--- config.mk ---
export PLATFORM = sky130hd
export DESIGN_NAME = prbs9_lfsr
export DESIGN_NICKNAME = d
export VERILOG_FILES = /design/src/rtl/prbs9_ber_checker_pkg.sv /design/src/rtl/prbs9_ber_checker_lfsr.sv
export SDC_FILE = /design/constraint.sdc
export NUM_CORES = 1
export LEC_CHECK = 0
export CORE_AREA = 3 3 40 42
export DETAILED_ROUTE_END_ITERATION = 8
export DIE_AREA = 0 0 43 45
export GPL_ROUTABILITY_DRIVEN = 0
export GPL_TIMING_DRIVEN = 0
export SKIP_LAST_GASP = 1
export SLEW_MARGIN = 10
export SYNTH_ARGS = -nofsm -noshare
export SYNTH_HDL_FRONTEND = slang
export SYNTH_SLANG_ARGS = --single-unit
--- constraint.sdc ---
create_clock -name clk -period 0.92 [get_ports clk]
set_input_delay 0.092 -clock clk [delete_from_list [all_inputs] [get_ports clk]]
set_output_delay 0.092 -clock clk [all_outputs]
set_load 0.05 [all_outputs]
--- src/rtl/prbs9_ber_checker_pkg.sv ---
// Shared PRBS9 constants and checker state type for the receive-path BER checker
// and the transmit-side generator.
package prbs9_ber_checker_pkg;

    localparam int unsigned PRBS_LEN    = 9;
    localparam int unsigned PRBS_TAP_HI = 8;
    localparam int unsigned PRBS_TAP_LO = 4;
    localparam logic [PRBS_LEN-1:0] PRBS_SEED = 9'b110101010;

    typedef enum logic [1:0] {
        ST_LOAD   = 2'd0,
        ST_VERIFY = 2'd1,
        ST_LOCKED = 2'd2
    } state_t;

    // Next PRBS9 bit (x^9 + x^5 + 1) from a register holding the newest bit in s[0].
    function automatic logic prbs9_pred(input logic [PRBS_LEN-1:0] s);
        return s[PRBS_TAP_HI] ^ s[PRBS_TAP_LO];
    endfunction

endpackage

--- src/rtl/prbs9_ber_checker_lfsr.sv ---
// PRBS9 shift register: loads either an external bit or its own feedback, exposes the
// predicted next bit. Shared with the transmit-side generator.
module prbs9_lfsr
    import prbs9_ber_checker_pkg::*;
#(
    parameter logic [PRBS_LEN-1:0] SEED = PRBS_SEED
) (
    input  logic                clk,
    input  logic                rst,
    input  logic                i_en,
    input  logic                i_sel_fb,
    input  logic                i_bit,
    output logic                o_pred,
    output logic [PRBS_LEN-1:0] o_state
);

    logic [PRBS_LEN-1:0] r_s;
    logic                w_pred;
    logic                w_in;

    assign w_pred  = prbs9_pred(r_s);
    assign w_in    = i_sel_fb ? w_pred : i_bit;
    assign o_pred  = w_pred;
    assign o_state = r_s;

    always_ff @(posedge clk or posedge rst) begin
        if (rst) begin
            r_s <= SEED;
        end else if (i_en) begin
            r_s <= {r_s[PRBS_LEN-2:0], w_in};
        end
    end

endmodule

==> reports/qor.yml <==
place:
  place.port_buffers: 14
  dp_hpwl_um: 552
  dp.cells: 53
sta:
  fmax_mhz: 758
  min_period_ns: 1.32
  report.final.slew_viol_count: 0
  worst_slack_ns: -0.399
  setup_viol: 12
  fin_worst_skew_ns: 0.00212
  whs_ns: 0.0971
  rsz0062_at_grt: "true"
  finalHoldViolCount: 0
  worstMarginPinSlew_ns: 0.352
  period_share: 1.43
  max_slew_margin: 0.765
synthesis:
  ys_warn_count: 0
  synth_top_family_by_area: "multiplexers"
  synth_cell_types: 11
  synth_nets: 29
  yosysTopAreaCell: "dfstp_2"
  synth_fa_ha_area_frac: 0
  synth.top_cell.area_share: 0.348
  yosys.area_share.simple: 0.0629
  synth_compound_area_frac: 0.0232
  avgSynthCellArea_sq_um: 15.7
  ys_seq_area_frac: 0.613
  synth_xor_xnor_area_share: 0.0232
  netlist_area_sq_um: 378
  synthCells: 24
  synth.area.top_cells: "dfstp_2 (35%), dfrtp_1 (26%), mux2_2 (15%), mux2_1 (8.9%), buf_6 (3.0%)"
  synth_mux_area_frac: 0.238
  ys_ff_latch: 9
critical_path:
  worstSetupStartpoint: "o_state[8]"
  end_kind: "output port"
  path_max_fanout: 2
  cpPeakStageDelay_ns: 0.64
  rr_worst_depth: 3
  crit_family: "flip-flops"
  path_class: "reg -> out"
  worstSetupEndpoint: "o_pred"
  cp_slowest_cell: "dfstp_4"
  crit_cells: 2
  crit_chain: "xor2_4, buf_6"
  r2r_slack_ns: -0.28
  reg2reg_from: "o_state[8]"
  worstPathRequired_ns: 0.83
  critPathBufInv: 1
  critPathArrivalTime_ns: 1.23
  worstSetupStartpointType: "flip-flop"
  r2r-end: "o_state[0]"
clock_network:
  root_buffer: "clkbuf_4"
  htreeDepth: 1
  clock_latency_ns: 0.25
  cts-buffers-inserted: 3
  cts_hold_buf: 0
  tritoncts: "done"
  cts_buffer_depth: 2
  clock_sinks: 9
  path_clk_slew_ns: 0.06
floorplanning:
  dieHeight_um: 45
  die-area_sq_um: 1940
  num_rows: 13
  ioPinCount: 15
  die-width_um: 43
  fp.coreArea_sq_um: 1280
  start_util: 0.294
final_layout:
  largest_register_ffs: 9
  fin_cells: 63
  diodes: 0
  layout.nets: 54
  layout_common_cells: "buf_6 (6), mux2_4 (5), buf_8 (5), buf_4 (5), dfstp_2 (4)"
  syn2layout_area_growth_pct: 80.1
  layout-drive-gt1-share: 0.750
  final_common_cell: "buf_6"
worst_hold_path:
  hp-class: "in -> async"
routing:
  drt_iter0_markers: 0
  post-route-drc-count: 0
  viasPerCell: 4.37
  wl_per_cell_um: 13.3
  firstDrtPassIters: 1
  drt_wl_total_um: 837
  vias: 275
  postRouteAntennaNets: 0
global_routing:
  grt_max_degree: 10
  grt_antenna_before_repair: 0
  grt_pass1_wl_um: 1390
  grt.overflow.total: 0
  gr-usage-all-layers: 0.101
  grt_pass1_vias: 326
status:
  status: "finished with violations"
  violations: "negative setup slack"
run:
  max_cap_viol_count: 0
-- Yosys cell counts --
library cell  n
a211o_1       1
and3b_1       1
mux2_2        5
buf_6         1
and2_4        1
dfrtp_1       4
xor2_1        1
nor2b_1       1
mux2_1        3
inv_1         1
dfstp_2       5
-- kinds of logic after synthesis --
group / count (synthesis)
flip-flops: 9
multiplexers: 8
AND/OR/NAND/NOR: 3
buffers and inverters: 2
AO/OA/AOI/OAI: 1
XOR/XNOR: 1
-- area by class of cell --
cell class / count / area, sq um
Fill cell: 107 / 604
Sequential cell: 9 / 239
Timing Repair Buffer: 20 / 213
Multi-Input combinational cell: 13 / 169
Clock buffer: 4 / 26.3
Tap cell: 15 / 18.8
Buffer: 1 / 11.3
Inverter: 1 / 3.75
-- per-stage QoR --
stage	instance area, sq um	setup WS [ns]	util	setup TNS, ns
2_1_floorplan	423	-0.405	-	-0.850
3_3_place_gp	582	-0.763	0.453	-6.91
3_5_place_dp	582	-0.762	0.453	-7.09
4_1_cts	681	-0.403	0.530	-1.89
5_1_grt	681	-0.436	0.530	-2.20
6_report	681	-0.399	0.530	-1.79
-- worst register-to-register path, cell delays in order (launching register included) --
cell and delay, ns:
dfstp_4 0.64, xor2_4 0.07, buf_4 0.13, a211o_1 0.25
-- worst min-delay path by stage --
stage	start	end	slack [ns]	cells after the start
finish	rst	o_state[4]	0.1	2
global route	rst	o_state[0]	0.12	2
CTS	rst	o_state[0]	0.1	2
detailed placement	rst	o_state[0]	0.37	2
global placement	rst	o_state[0]	0.36	2
floorplan	rst	o_state[0]	-0.08	1
-- layer usage --
metal,part of all wire,routed length (um),global-route usage,vias to the layer above
met3,0.061,51,0.0398,0
li1,-,-,-,129
met4,0,0,0.0542,0
met1,0.46,387,0.126,137
met2,0.48,398,0.153,9
met5,0,0,0,-
-- timing repair --
item	4_1_cts	5_1_grt
gates cloned	1	0
endpoints found under the setup margin	15	14
resized for setup	76	0
pin swaps	1	1
setup buffers	5	0
Power is left out: the tool's default activity adds up to more than one toggle a clock period on the data nets, which glitch-free logic cannot reach.
